$ cat src/rtl/led_status_ctrl.sv
// Drives player health bars, blink patterns and hit flashes onto a LED strip from the game FSM code.
// Latency: one clock from inputs to LEDvalues; the block has no backpressure and accepts inputs every cycle.
module led_status_ctrl #(
   parameter int NUM_LEDS   = 10,
   parameter int MAX_HP     = 3,
   parameter int HP_W       = 3,
   parameter int BLINK_HALF = 25000000,
   parameter int HIT_CYCLES = 12500000
) (
   input  logic                clk,
   input  logic                rst_n,
   input  logic [2:0]          game_state,
   input  logic [HP_W-1:0]     p1_health,
   input  logic [HP_W-1:0]     p2_health,
   output logic [NUM_LEDS-1:0] LEDvalues
);

   localparam logic [2:0] ST_IDLE      = 3'd0;
   localparam logic [2:0] ST_COUNTDOWN = 3'd1;
   localparam logic [2:0] ST_FIGHT     = 3'd2;
   localparam logic [2:0] ST_P1_WIN    = 3'd3;
   localparam logic [2:0] ST_P2_WIN    = 3'd4;
   localparam logic [2:0] ST_EQ        = 3'd5;

   localparam int CNT_W = (BLINK_HALF > 1) ? $clog2(BLINK_HALF) : 1;
   localparam int TMR_W = $clog2(HIT_CYCLES + 1);

   localparam logic [CNT_W-1:0]  CNT_LAST = CNT_W'(BLINK_HALF - 1);
   localparam logic [TMR_W-1:0]  TMR_LOAD = TMR_W'(HIT_CYCLES);
   localparam logic [HP_W-1:0]   HP_MAX_V = HP_W'(MAX_HP);

   logic [CNT_W-1:0]    cnt_q, cnt_d;
   logic                phase_q, phase_d;
   logic [2:0]          prev_state_q;
   logic [HP_W-1:0]     prev1_q, prev2_q;
   logic [TMR_W-1:0]    tmr1_q, tmr1_d;
   logic [TMR_W-1:0]    tmr2_q, tmr2_d;
   logic [NUM_LEDS-1:0] led_q, led_d;

   logic                state_chg;
   logic                in_fight;
   logic                hit1, hit2;
   logic [HP_W-1:0]     hp1_c, hp2_c;
   logic [MAX_HP-1:0]   bar1, bar2;
   logic [MAX_HP-1:0]   p1_fld, p2_fld;
   logic                mid_bit;

   function automatic logic [MAX_HP-1:0] bar_of(input logic [HP_W-1:0] h);
      return ~({MAX_HP{1'b1}} >> h);
   endfunction

   function automatic logic [TMR_W-1:0] next_tmr(input logic fight,
                                                  input logic hit,
                                                  input logic [TMR_W-1:0] tmr);
      logic [TMR_W-1:0] nxt;
      nxt = '0;
      if (fight) begin
         if (hit)
            nxt = TMR_LOAD;
         else if (tmr != '0)
            nxt = tmr - TMR_W'(1);
      end
      return nxt;
   endfunction

   assign hp1_c    = (p1_health > HP_MAX_V) ? HP_MAX_V : p1_health;
   assign hp2_c    = (p2_health > HP_MAX_V) ? HP_MAX_V : p2_health;
   assign bar1     = bar_of(hp1_c);
   assign bar2     = bar_of(hp2_c);
   assign in_fight = (game_state == ST_FIGHT);

   // Health increases never count as hits; only a drop while fighting does.
   assign hit1 = in_fight && (hp1_c < prev1_q);
   assign hit2 = in_fight && (hp2_c < prev2_q);

   assign tmr1_d = next_tmr(in_fight, hit1, tmr1_q);
   assign tmr2_d = next_tmr(in_fight, hit2, tmr2_q);

   // A state change restarts the blink so every new pattern opens lit.
   always_comb begin
      state_chg = (game_state != prev_state_q);
      cnt_d     = cnt_q + CNT_W'(1);
      phase_d   = phase_q;
      if (state_chg) begin
         cnt_d   = '0;
         phase_d = 1'b1;
      end else if (cnt_q == CNT_LAST) begin
         cnt_d   = '0;
         phase_d = ~phase_q;
      end
   end

   always_comb begin
      p1_fld  = '0;
      p2_fld  = '0;
      mid_bit = 1'b0;
      case (game_state)
         ST_COUNTDOWN, ST_EQ: begin
            p1_fld  = {MAX_HP{phase_d}};
            p2_fld  = {MAX_HP{phase_d}};
            mid_bit = phase_d;
         end
         ST_FIGHT: begin
            p1_fld = (tmr1_d != '0) ? ~bar1 : bar1;
            p2_fld = (tmr2_d != '0) ? ~bar2 : bar2;
         end
         ST_P1_WIN: begin
            p1_fld  = {MAX_HP{phase_d}};
            mid_bit = phase_d;
         end
         ST_P2_WIN: begin
            p2_fld  = {MAX_HP{phase_d}};
            mid_bit = phase_d;
         end
         default: begin
            p1_fld  = '0;
            p2_fld  = '0;
            mid_bit = 1'b0;
         end
      endcase
   end

   // Middle segment may be empty when NUM_LEDS == 2*MAX_HP.
   for (genvar g = 0; g < NUM_LEDS; g++) begin : g_led
      if (g >= NUM_LEDS - MAX_HP) begin : g_p1
         assign led_d[g] = p1_fld[g - (NUM_LEDS - MAX_HP)];
      end else if (g < MAX_HP) begin : g_p2
         assign led_d[g] = p2_fld[g];
      end else begin : g_mid
         assign led_d[g] = mid_bit;
      end
   end

   always_ff @(posedge clk or negedge rst_n) begin
      if (!rst_n) begin
         cnt_q        <= '0;
         phase_q      <= 1'b0;
         prev_state_q <= ST_IDLE;
         prev1_q      <= '0;
         prev2_q      <= '0;
         tmr1_q       <= '0;
         tmr2_q       <= '0;
         led_q        <= '0;
      end else begin
         cnt_q        <= cnt_d;
         phase_q      <= phase_d;
         prev_state_q <= game_state;
         prev1_q      <= hp1_c;
         prev2_q      <= hp2_c;
         tmr1_q       <= tmr1_d;
         tmr2_q       <= tmr2_d;
         led_q        <= led_d;
      end
   end

   assign LEDvalues = led_q;

endmodule

$ cat config.mk
export PLATFORM = sky130hd
export DESIGN_NAME = led_status_ctrl
export DESIGN_NICKNAME = d
export VERILOG_FILES = /design/src/rtl/led_status_ctrl.sv
export SDC_FILE = /design/constraint.sdc
export NUM_CORES = 1
export LEC_CHECK = 0
export ABC_AREA = 1
export CAP_MARGIN = 20
export CELL_PAD_IN_SITES_DETAIL_PLACEMENT = 1
export CELL_PAD_IN_SITES_GLOBAL_PLACEMENT = 2
export CORE_MARGIN = 5
export CORE_UTILIZATION = 36
export CTS_CLUSTER_DIAMETER = 120
export DETAILED_ROUTE_END_ITERATION = 7
export PLACE_DENSITY = 0.81
export SYNTH_ARGS = -nofsm -noshare
export SYNTH_HDL_FRONTEND = slang
export SYNTH_SLANG_ARGS = --single-unit
$ cat constraint.sdc
create_clock -name clk -period 2.25 [get_ports clk]
set_input_delay 0.45 -clock clk [delete_from_list [all_inputs] [get_ports clk]]
set_output_delay 0.45 -clock clk [all_outputs]
set_load 0.02 [all_outputs]
Word-level counts from Yosys, hierarchy flattened:

Cells that the tools add are included.

* register bits: 93
* bits of input ports: 11
* output and inout port bits: 10
* logic and storage cells: 55

* add/sub/neg operators: 3
* magnitude comparators: 4
* equality and inequality tests: 7
* shifts and indexed selects: 2
* mux-type cells: 17
* bitwise gates (word level): 5
* reduce and logical (&&, ||, !) cells: 9

Operators with widths (count)
* 24-bit 2-to-1 mux: 6
* 24-bit nonzero test: 4
* 25-bit 2-to-1 mux: 2
* 24-bit by 1-bit subtractor with 24-bit output (second input constant): 2
* 25-bit by 1-bit adder with 25-bit output (second input constant): 1
* 25-bit == test (second input constant): 1
* 3-bit 2-to-1 mux: 4
* 3-bit inverter: 4
* 3-bit case mux with 2 select lines: 2
* 3-bit by 2-bit == test with 1-bit output (second input constant): 2
* 3-bit == test (second input constant): 2
* 3-bit by 2-bit greater-than comparator with 1-bit output (second input constant): 2
* 3-bit less-than comparator: 2
* 3-bit OR reduction: 2
* 3-bit by 3-bit right shift with 3-bit output (first input constant): 2
* 4-bit OR reduction: 1
* 3-bit by 1-bit == test with 1-bit output (second input constant): 1
* 1-bit 2-to-1 mux: 3
* 3-bit inequality test: 1
* 1-bit logical AND: 2
* 1-bit inverter: 1

Longest topological paths before layout:

Gate-level depths: netlist (run 1).

* depth after elaboration: 9
* mapped depth: 18

Worst setup path before layout (run 1):

Ideal clock, no wire load.

* path type: input-to-reg
* from: in p2_health[2]
* to: reg led_q[0], in the netlist LEDvalues[0]
* arrival: 2.010 ns
* slack: 0.121 ns
* stages: 15
* path buffers: 1
* cell sequence: nor2_1 -> inv_1 -> ha_1 -> nand3_1 -> nand2_1 -> nor2_1 -> inv_1 -> buf_2 -> nand2_1 -> nor2_1 -> nand2_1 -> nor2_4 -> nand3_1 -> nand3_1 -> nand2_1

* cells in the longest elaborated chain, start to end: 9
* elaborated cells on any way between the ends: 12

Ends and longest elaborated chain
* from (decl): line 14 `input logic [HP_W-1:0] p2_health,`
* 3-bit by 2-bit greater-than comparator with 1-bit output: line 67 `assign hp2_c = (p2_health > HP_MAX_V) ? HP_MAX_V : p2_health;`
* 3-bit 2-to-1 mux: line 67
* net hp2_c[1]: line 43 `logic [HP_W-1:0] hp1_c, hp2_c;`
* 3-bit less-than comparator: line 74 `assign hit2 = in_fight && (hp2_c < prev2_q);`
* 1-bit logical AND: line 74
* 24-bit 2-to-1 mux: line 58 `if (hit)`
* 24-bit 2-to-1 mux: line 57 `if (fight) begin`
* net tmr2_d[21]: line 37 `logic [TMR_W-1:0] tmr2_q, tmr2_d;`
* 24-bit nonzero test: line 105 `p2_fld = (tmr2_d != '0) ? ~bar2 : bar2;`
* 3-bit 2-to-1 mux: line 105
* 3-bit case mux with 2 select lines: line 97 `case (game_state)`
* net p2_fld[0]: line 45 `logic [MAX_HP-1:0] p1_fld, p2_fld;`
* to (signal assigned): line 152 `led_q <= led_d;`
* to (decl): line 38 `logic [NUM_LEDS-1:0] led_q, led_d;`

The timed path passes the listed nets, and every way through them passes these cells.

Final worst setup path (run 1):

* from: reg tmr2_q[1]
* to: reg led_q[2], in the netlist LEDvalues[2]

* cells in the longest elaborated chain, start to end: 7
* elaborated cells on any way between the ends: 8

Ends and longest elaborated chain
* from (decl): line 37
* from (signal assigned): line 151 `tmr2_q <= tmr2_d;`
* 24-bit by 1-bit subtractor with 24-bit output / 24-bit nonzero test (equally long branches): line 61, 60
* 24-bit 2-to-1 mux (*): line 60 `else if (tmr != '0)`
* 24-bit 2-to-1 mux (*): line 58
* 24-bit 2-to-1 mux (*): line 57
* 24-bit nonzero test (*): line 105
* 3-bit 2-to-1 mux (*): line 105
* 3-bit case mux with 2 select lines (*): line 97
* net p2_fld[2]: line 45

The timed path passes the listed nets; every way through them passes the cells marked *.

==> results of run 1 <==
cells by family (layout without fill, tap and decap cells):
kind of cell    after synthesis  after routing  synth area share, %
flops                        90             90                 40.8
simple gates                459            460                 40.0
fa+ha+maj                     9              9                 2.04
xor+xnor                     22             22                 3.63
buf+inv                     122            227                 9.22
compound gates               44             44                 4.28
other cells                   1              4               0.0679
per-stage QoR:
step           cell area (sq um)  hold slack, ns
3_3_place_gp                6310           0.421
5_1_grt                     7120          0.0716
6_report                    7120          0.0383
3_5_place_dp                6310           0.428
4_1_cts                     6920          0.0488
2_1_floorplan               5530           0.154
final cells by class:
class,count,share of cell area (%)
Clock buffer,12,3.46
Clock inverter,4,1.05
Inverter,110,5.90
Multi-Input combinational cell,539,42.3
Sequential cell,90,31.7
Tap cell,188,3.30
Timing Repair Buffer,100,12.2
Timing Repair inverter,1,0.105
worst paths after layout:
kind	from	slack [ns]	end	depth (start not counted)
setup / recovery	tmr2_q[1]	-0.03	LEDvalues[2]	17
max in group asynchronous	rst_n	1.54	tmr1_q[3]	2
min in group clk	cnt_q[24]	0.47	cnt_q[24]	1
setup reg to reg	tmr2_q[1]	-0.03	LEDvalues[2]	17
hold / removal	rst_n	0.04	tmr2_q[22]	1
hold reg to reg	cnt_q[24]	0.47	cnt_q[24]	1
critical path, stage by stage, from the launching register on:
cell	delay, ns
dfrtp_1	0.40
inv_2	0.10
ha_4	0.14
inv_2	0.03
nor2_1	0.09
nand2_1	0.09
nor2_4	0.16
nand3_4	0.16
nand3_4	0.18
buf_12	0.13
a21oi_4	0.03
nor2_1	0.11
nand2_1	0.10
nor2_4	0.18
nand2_2	0.09
nand2_2	0.09
nand3_2	0.06
nand2_1	0.07
power by group through the flow:
stage	Combinational, uW	Sequential (uW)	Clock (uW)
4_1_cts	2000	1800	1700
6_report	2080	1810	1660
2_1_floorplan	1270	1820	0
3_5_place_dp	1850	1830	0
3_3_place_gp	1800	1820	0
5_1_grt	2330	1810	1780
per-layer routing:
layer / up-vias / track usage (%) / share of wire, %
met4: 0 / 6.29 / 2.0
met2: 44 / 34.1 / 53
met3: 20 / 2.36 / 1.7
met1: 2492 / 22.2 / 44
li1: 2544 / - / -
met5: - / 0 / 0
sequential cells by signal (all words and copies together), names as in the netlist:
register and flops:
phase_q 1, cnt_q 25, prev1_q 3, tmr1_q 24
prev2_q 3, tmr2_q 24, prev_state_q 3, LEDvalues 7
cells in the final DEF, fill, tap and decap left out, drive strengths merged, types with 3 or more instances in the layout:
cell	netlist	layout
clkbuf	2	12
xor2	20	20
ha	9	9
nand3	77	78
nand2	190	190
dlygate4sd2	0	3
conb	1	4
dfrtp	90	90
nor2	156	156
clkinvlp	0	3
buf	10	81
o21ai	15	15
inv	110	110
a21oi	23	23
nor4	4	4
nor3	10	10
nor3b	3	3
nand4	15	15
clkdlybuf4s50	0	16
timing repair:
action | CTS | global route
setup buffers | 17 | 7
pin swaps | 19 | 28
cloned | 2 | 0
resized for setup | 39 | 42
setup endpoints to repair | 6 | 9
hold buffers | 0 | 0
==> impl_metrics.py, run 1 <==
metrics = {
    "pwr": {
        "sw_frac_of_total_pct": 36.9,
        "ir_drop_v": 0.000385,
        "switchingPower_uw": 2050,
        "p_leak_uw": 0.00371,
        "pwr-share-comb_pct": 37.5,
        "clkPwrFrac_pct": 30.0,
        "powerDensity_nw_per_um2": 779,
        "pwr-share-seq_pct": 32.5,
        "cell_internal_pwr_uw": 3500,
        "power_uw": 5550,
    },
    "run_status": {
        "failed_checks": "negative setup slack",
        "outcome": "complete, but fails checks",
    },
    "placed_design": {
        "gp_congestion": 0.850,
        "portBuffers": 20,
        "dp_slack_ns": -0.525,
        "dp.cells": 1002,
        "dp_hpwl_um": 12200,
    },
    "finish": {
        "drive_above_1_share_pct": 25.0,
        "insertedDiodeCount": 0,
        "finalNonFillerCells": 1044,
        "area_growth_pct": 29.0,
        "fin_nets": 871,
        "post-route-util_pct": 47.0,
        "nFillCells": 1875,
        "regArea_sq_um": 2260,
        "multi_input_area_sq_um": 3010,
    },
    "logic_synthesis": {
        "seq_area_frac_synth_pct": 40.8,
        "yosys-top-cells-area": "dfrtp_1, nand2_1, nor2_1",
        "synthArstFlopShare_pct": 100,
        "synthTopCellsByCount": "nand2_1, nor2_1, inv_1",
        "synth_edf_count": 0,
        "synth.cell_area_sq_um": 5520,
        "yosysMostFrequentCell": "nand2_1",
        "avgSynthCellArea_sq_um": 7.39,
        "yosysTopAreaCell": "dfrtp_1",
        "ys_types": 39,
        "synthFlopType": "dfrtp_1",
        "yosys_warnings": 0,
        "synth_top_area_share_pct": 40.8,
        "synth_seq_cells": 90,
        "synth_cells": 747,
    },
    "grt": {
        "antenna_found_initial": 0,
        "grt_start_max_net_pins": 32,
        "grt_usage_pct": 18.5,
        "grt_pass1_wl_um": 26800,
        "grt-ovfl-total": 0,
        "grt_pass1_vias": 5554,
    },
    "floorplanning": {
        "initial_core_util_pct": 36.4,
        "die_area_sq_um": 17900,
        "std_cell_rows": 45,
        "die_width_um": 134,
        "core_area_sq_um": 15100,
        "io-pin-count": 21,
        "die-height_um": 134,
    },
    "clocking": {
        "cts_sinks": 90,
        "cts-root-buf": "clkbuf_16",
        "worstSkewPairLatency_ns": 0.35,
        "cts_buffer_depth": 2,
        "cts-htree-levels": 3,
        "clk_pin_slew_worst_paths_ns": 0.07,
        "cts_buffers": 9,
        "cts_tree": "yes",
    },
    "detailed_routing": {
        "num_vias": 5100,
        "avgRoutedWirePerCell_um": 15.4,
        "drt_first_pass_iters": 4,
        "ant_nets": 0,
        "viasPerCell": 4.89,
        "drc": 0,
        "wl_um": 16100,
        "first_iter_violations": 139,
    },
    "sta": {
        "rsz0062_at_grt": "yes",
        "final-setup-viol-count": 5,
        "fin_skew_ns": 0.00821,
        "finalCritPeriodShare_pct": 102,
        "finalSetupTns_ns": -0.0498,
        "fmax_ghz": 0.438,
        "period_minus_slack_ns": 2.28,
        "drv_slew": 0,
        "fin_ws_ns": -0.0349,
        "finalHoldViolations": 0,
    },
    "critical_path": {
        "cp-end-kind": "flip-flop",
        "worstPathMaxFanout": 5,
        "crit_required_ns": 2.53,
        "critical_path_class": "flip-flop to flip-flop",
        "cp.arrival_ns": 2.56,
        "startpoint_type": "flip-flop",
    },
    "run": {
        "cap_violations": 0,
    },
    "hold_path": {
        "hold_path_class": "input pin to asynchronous set/reset pin",
    },
}
No activity file was read; power rests on OpenSTA's default activity.
==> run 2, diff against run 1 <==
- CTS_CLUSTER_SIZE: unset -> 10
- GPL_TIMING_DRIVEN: unset -> 0
==> run 2 against run 1 <==
The flow still finishes with violations (negative setup slack). Sequential share of layout area increased by 0.12 points. Worst hold slack got worse by 0.025 ns. Register-to-register slack got worse by 0.03 ns. Via count decreased by 1.5%. Setup slack got worse by 0.034 ns. Clock skew about the same. First-iteration DRC count increased by 16%. Core utilization decreased by 0.21 points. Critical path depth decreased by 2. Fmax decreased by 1.5%. Clock-buffer cell count decreased by 2. Largest cell class unchanged.
==> impl_metrics.py, run 2 (synthesis results as in run 1) <==
metrics = {
    "detailed_routing": {
        "first_iter_violations": 161,
        "viasPerCell": 4.93,
        "avgRoutedWirePerCell_um": 15.7,
        "wl_um": 16000,
        "drt_first_pass_iters": 4,
        "ant_nets": 0,
        "drc": 0,
        "num_vias": 5024,
    },
    "finish": {
        "finalNonFillerCells": 1019,
        "multi_input_area_sq_um": 3130,
        "regMostFlops": "cnt_q",
        "regArea_sq_um": 2250,
        "largest_register_ffs": 25,
        "final_cell_mix": "nand2_1, nor2_1, inv_1",
        "area_growth_pct": 28.5,
        "fin_nets": 847,
        "fin_area_sq_um": 7090,
        "drive_above_1_share_pct": 26.8,
        "post-route-util_pct": 46.8,
        "insertedDiodeCount": 0,
        "reg_top3": "cnt_q: 25 flops, tmr1_q: 24 flops, tmr2_q: 24 flops",
        "mostFrequentLayoutCell": "nand2_1",
        "nFillCells": 1835,
    },
    "grt": {
        "grt_start_max_net_pins": 68,
        "grt_usage_pct": 18.0,
        "grt_pass1_wl_um": 26000,
        "antenna_found_initial": 0,
        "grt_pass1_vias": 5469,
        "grt-ovfl-total": 0,
    },
    "clocking": {
        "hold_buffers": 0,
        "worstSkewPairLatency_ns": 0.35,
        "cts_tree": "yes",
        "cts_buffer_depth": 2,
        "cts_buffers": 9,
        "cts-htree-levels": 3,
        "cts-root-buf": "clkbuf_16",
        "clk_pin_slew_worst_paths_ns": 0.07,
        "cts_sinks": 90,
    },
    "floorplanning": {
        "die_width_um": 134,
        "initial_core_util_pct": 36.4,
        "die-height_um": 134,
        "io-pin-count": 21,
        "core_area_sq_um": 15100,
        "die_area_sq_um": 17900,
        "std_cell_rows": 45,
    },
    "critical_path": {
        "crit_required_ns": 2.53,
        "worstPathMaxFanout": 6,
        "critical_path.most_common_cell": "nand2_2",
        "crit_chain": "buf_4 -> nor2_1 -> nand2_2 -> nor2_4 -> buf_4 -> nand2_1 -> xor2_1 -> a21oi_1 -> nor2_2 -> nand2_2 -> nor2_4 -> nand2_2 -> nand2_2 -> nand3_2 -> nand2_1",
        "startpoint_type": "flip-flop",
        "cp.arrival_ns": 2.60,
        "crit_slowest_cell": "dfrtp_1",
        "cp-end-kind": "flip-flop",
        "max_stage_delay_ns": 0.40,
        "critical_path_class": "flip-flop to flip-flop",
    },
    "run_status": {
        "outcome": "complete, but fails checks",
        "failed_checks": "negative setup slack",
    },
    "sta": {
        "fmax_ghz": 0.431,
        "drv_slew": 0,
        "final-setup-viol-count": 3,
        "fin_skew_ns": 0.00799,
        "fin_ws_ns": -0.0692,
        "finalHoldViolations": 0,
        "rsz0062_at_grt": "yes",
        "period_minus_slack_ns": 2.32,
        "finalCritPeriodShare_pct": 103,
        "finalSetupTns_ns": -0.158,
    },
    "placed_design": {
        "dp_hpwl_um": 11400,
        "dp.cells": 959,
        "place_area_sq_um": 5990,
        "gp_congestion": 0.803,
        "portBuffers": 20,
    },
    "hold_path": {
        "hold_path_class": "input pin to asynchronous set/reset pin",
    },
    "pwr": {
        "powerDensity_nw_per_um2": 779,
        "p_leak_uw": 0.00366,
        "power_uw": 5530,
        "ir_drop_v": 0.000403,
    },
    "run": {
        "cap_violations": 0,
    },
}
run 2: timing repair:
item	CTS	global route
gates cloned	0	1
endpoints found under the setup margin	7	17
pin swaps	29	35
gates resized for setup	55	77
buffers inserted	25	19
endpoints found under the hold margin	0	0
run 2: cell type report:
type / instances / share of cell area, %
Inverter: 110 / 5.96
Buffer: 12 / 1.78
Sequential cell: 90 / 31.8
Clock buffer: 10 / 3.37
Clock inverter: 5 / 1.11
Tap cell: 188 / 3.32
Timing Repair Buffer: 66 / 8.54
Multi-Input combinational cell: 538 / 44.1
run 2: worst paths after layout:
kind | startpoint | end | slack (ns) | cells past startpoint
max in group asynchronous | rst_n | tmr1_q[5] | 1.52 | 2
worst min register to register | cnt_q[0] | cnt_q[0] | 0.46 | 1
min in group clk | game_state[2] | prev_state_q[2] | 0.32 | 1
worst min-delay path | rst_n | prev2_q[2] | 0.01 | 1
worst max register to register | tmr1_q[1] | LEDvalues[8] | -0.07 | 15
worst max-delay path | tmr1_q[1] | LEDvalues[8] | -0.07 | 15
run 2: metal layers:
layer	part of all wire [%]	GRT usage [%]	up-vias
li1	-	-	2496
met1	44	21.2	2473
met2	53	33.6	39
met3	1.8	3.04	16
met4	1.4	4.80	0
met5	0	0	-
run 2: metrics by stage:
stage	hold WS, ns	setup slack (ns)
after floorplan	0.154	0.121
after global placement	0.439	-2.91
after detailed placement	0.394	-0.890
after CTS	0.0160	-0.0683
after global routing	0.0299	-0.282
final	0.0133	-0.0692
run 2: power breakdown:
group	total [uW]	internal [uW]	switching, uW
clock network	1650	996	650
logic	2080	762	1310
registers	1810	1710	97.5
total	5530	3470	2060
run 2: critical path: cells and delay by family (launching register included):
family | cells | cell delay [ns]
and+or+nand+nor | 11 | 1.26
DFF | 1 | 0.40
buffers and inverters | 2 | 0.30
xor gates and xnor gates | 1 | 0.18
AOI/OAI and AO/OA | 1 | 0.11
==> variant 1: new RTL, config.mk and constraints of run 2 <==
Reset style: synchronous (`rst_n`), changed in one clocked block.
--- a/src/rtl/led_status_ctrl.sv
+++ b/src/rtl/led_status_ctrl.sv
@@ -132,5 +132,5 @@
    end
 
-   always_ff @(posedge clk or negedge rst_n) begin
+   always_ff @(posedge clk) begin
       if (!rst_n) begin
          cnt_q        <= '0;
Check against the original RTL: differs if rst_n is asserted again (counterexample within 4 cycles, from zero or initial values and one cycle with rst_n low); with rst_n held inactive, the same outputs for 10 cycles.
==> variant 1 against run 2 <==
The flow still finishes with violations (negative setup slack); final area is 1.7% lower; sequential cell count unchanged; setup slack gained 27 ps; largest cell class unchanged; area after synthesis fell by 7.5%; power grew 0.28%; maximum frequency rose by 1.2%; routed wire length up 5.4%; worst hold slack better by 350 ps; largest power group unchanged.
==> variant 1: results <==
logic_synthesis:
  synth.area.top_cells: "dfxtp_1, nand2_1, nor2_1, nand3_1, inv_1"
  async_flop_share: 0
  synthTopCellsByCount: "nand2_1, nor2_1, inv_1, dfxtp_1, nand3_1"
  synthAdderAreaFrac: 0.0220
  ys_types: 41
  ys_seq_area_frac: 0.353
  synth_top_flop_cell: "dfxtp_1"
  synthXorXnorAreaFrac: 0.0343
cells_and_area:
  area_delta_synth_final_pct: 36.5
  drive_gt1_frac: 0.298
  nFillCells: 1798
route:
  drt_iter0_drc: 203
  finalWirelength_um: 16800
  wl_met3_um: 378
  wl_met2_um: 8430
  routed_via_density: 5.05
  wl_met1_um: 7810
  routedWlPerCell_um: 16.1
worst_setup_path:
  cp_data_arrival_time_ps: 2520
  worstRegToRegCells: 17
  worst_path_largest_cell_delay_ps: 270
outcome:
  failed_checks: "negative setup slack"
  status: "finished, violations left"
pwr:
  comb_power_share: 0.403
  power_clock_uw: 1570
  peakVddDrop_v: 0.000428
  p_leak_uw: 0.00315
placement:
  pre_cts_slack_ps: -977
  place_congestion: 0.845
  place_area_sq_mm: 0.00554
  dp_cells: 968
min_path:
  hold_path_class: "input pin to flip-flop"
clocking:
  cts_setup_buffers: 34
  cts-resized-gates: 74
timing:
  setup_viol: 2
  finalClockSkew_ps: 6.38
  fin_tns_setup_ps: -76.3
  fin_ws_ps: -42.6
global_routing:
  grtUsageTotal: 0.202
  use_met2: 0.343
  grt_max_degree: 16
  grt_use_met3: 0.0305
  met1_usage: 0.270
  grt_pass1_wl_um: 27000
[variant 1: worst paths after layout]
check                                          start                 endpoint  slack [ps]
worst min-delay path                    p1_health[2]    prev1_q[0]$_SDFF_PN0_         360
worst min register to register  tmr2_q[0]$_SDFF_PN0_     tmr2_q[0]$_SDFF_PN0_         430
worst max-delay path                    p2_health[1]  LEDvalues[0]$_SDFF_PN0_         -40
worst max register to register  tmr2_q[0]$_SDFF_PN0_  LEDvalues[0]$_SDFF_PN0_         -20
[variant 1: final cells by class]
type                       instances  area [sq um]  area share
clock buffer                      10           239      0.0343
inverter                          99           403      0.0578
buffer                            15           104      0.0149
clock inverter                     6          63.8     0.00915
timing repair buffer              81           676      0.0969
tap                              180           225      0.0323
multi-input combinational        566          3440       0.494
sequential                        90          1820       0.261
[variant 1: kinds of logic after synthesis]
| kind of cell | after synthesis |
|---|---|
| simple gates | 462 |
| buf+inv | 114 |
| flops | 90 |
| compound gates | 69 |
| xor+xnor | 20 |
| fa+ha+maj | 9 |
| other cells | 1 |
==> variant 2: new RTL, settings of run 2 <==
Made on the original files. Set the parameter `HP_W` to 6 (it was 3).
--- a/src/rtl/led_status_ctrl.sv
+++ b/src/rtl/led_status_ctrl.sv
@@ -4,5 +4,5 @@
    parameter int NUM_LEDS   = 10,
    parameter int MAX_HP     = 3,
-   parameter int HP_W       = 3,
+   parameter int HP_W       = 6,
    parameter int BLINK_HALF = 25000000,
    parameter int HIT_CYCLES = 12500000
Interface: changed (resized p1_health and p2_health); port bits go from 21 to 27. No check against the original RTL was run, so the function may have changed too.
==> variant 2 against run 2 <==
The flow still finishes with violations (negative setup slack); die area grew 2.7%; synthesized cell count is 2.9% higher; power down 2.9%; critical endpoint is now LEDvalues[7]$_DFF_PN0_; setup slack improved by 44 ps; critical path type is now input pin to flip-flop; core utilization increased by 0.83 points; sequential cell count increased by 6; area after synthesis increased by 2.9%; count of clock-buffer cells in the layout unchanged; clock skew is 3.4 ps higher; clock power shrank 9.7%; critical path depth rose by 4; final area up 5.6%; routed wire length is 5.9% higher.
==> variant 2: results <==
global_routing:
  use_met2: 0.356
  grtUsageTotal: 0.190
  grt_pass1_vias: 5799
  grt_use_met3: 0.0256
  met1_usage: 0.224
  grt_pass1_wl_um: 28100
  grt_max_degree: 50
timing:
  finalClockSkew_ps: 11.4
  worstMarginPinSlew_ps: 682
  fin_ws_ps: -24.8
  setup_viol: 3
logic_synthesis:
  synthTopCellsByCount: "nand2_1, nor2_1, inv_1, dfrtp_1, nand3_1"
  synth_top_flop_cell: "dfrtp_1"
  ys_seq_area_frac: 0.423
  synthXorXnorAreaFrac: 0.0447
  synth-compound-area-share: 0.0482
  synth.area.top_cells: "dfrtp_1, nand2_1, nor2_1, inv_1, nand3_1"
  yosys.area.top_type_share: 0.423
  synthAdderAreaFrac: 0.0242
clocking:
  root_buffer: "clkbuf_16"
  clk_pin_slew_worst_paths_ps: 70
  cts_buffers: 9
worst_setup_path:
  worst_path_largest_cell_delay_ps: 140
  cp_data_arrival_time_ps: 2520
  r2r-start: "tmr2_q[19]$_DFF_PN0_"
  worstRegToRegCells: 14
  worstPathMaxFanout: 4
  crit_slowest_cell: "nor2_2"
  startpoint: "p1_health[5]"
cells_and_area:
  drive_gt1_frac: 0.247
  nets: 916
route:
  finalWirelength_um: 16900
  dr.pass1.iters: 4
  routed_via_density: 4.77
  drt_iter0_drc: 193
pwr:
  peakVddDrop_v: 0.000435
  p_leak_uw: 0.00392
outcome:
  status: "finished, violations left"
  failed_checks: "negative setup slack"
placement:
  place_congestion: 0.828
  io_buffers: 26
  place_area_sq_mm: 0.00631
  dp_hpwl_um: 11700
  pre_cts_slack_ps: -1020
min_path:
  hold_path_class: "input pin to asynchronous set/reset pin"
## variant 2: per-stage QoR
stage	TNS [ps]	std cells
6_report	-38.0	1109
5_1_grt	-1020	1109
4_1_cts	0	1084
3_5_place_dp	-21880	1025
3_3_place_gp	-321270	1024
2_1_floorplan	-55.6	782
## variant 2: worst paths after layout
path | endpoint | slack (ps)
min reg2reg | cnt_q[0]$_DFF_PN0_ | 490
max | LEDvalues[7]$_DFF_PN0_ | -20
max reg2reg | LEDvalues[0]$_DFF_PN0_ | 10
min in group clk | prev_state_q[0]$_DFF_PN0_ | 300
max in group asynchronous | cnt_q[4]$_DFF_PN0_ | 1460
min | tmr1_q[10]$_DFF_PN0_ | 110
## variant 2: power breakdown
part,switching [uW],internal (uW)
clock,730,758
combinational,1230,736
sequential,92.3,1820
## variant 2: layout make-up
cell class	instances	area, sq um
sequential	96	2400
clock inverter	6	41.3
tap	216	270
buffer	10	105
inverter	115	439
fill	1960	8230
timing repair buffer	94	779
multi-input combinational	562	3220
clock buffer	10	229
## variant 2: cell families (layout without fill, tap and decap cells)
family,after synthesis,count (layout)
AOI/OAI and AO/OA,49,49
other,1,14
adders and majority gates,11,11
DFF,96,96
buffers and inverters,125,235
xor gates and xnor gates,29,29
and+or+nand+nor,458,459
## variant 2: routing by layer
| metal | part of all wire | vias to the layer above |
|---|---|---|
| li1 | - | 2636 |
| met1 | 0.43 | 2598 |
| met2 | 0.54 | 41 |
| met3 | 0.018 | 16 |
| met4 | 0.014 | 0 |
| met5 | 0 | - |
## variant 2: critical path: cells and delay by family
kind | cells | cell delay (ps)
buffers and inverters | 12 | 1400
AND/OR/NAND/NOR | 7 | 660
## variant 2: what timing repair did
| item | in CTS | in global routing |
|---|---|---|
| pin swaps | 39 | 39 |
| cloned | 2 | 2 |
| gates resized for setup | 88 | 52 |
| setup endpoints to repair | 17 | 19 |
| setup buffers | 41 | 23 |
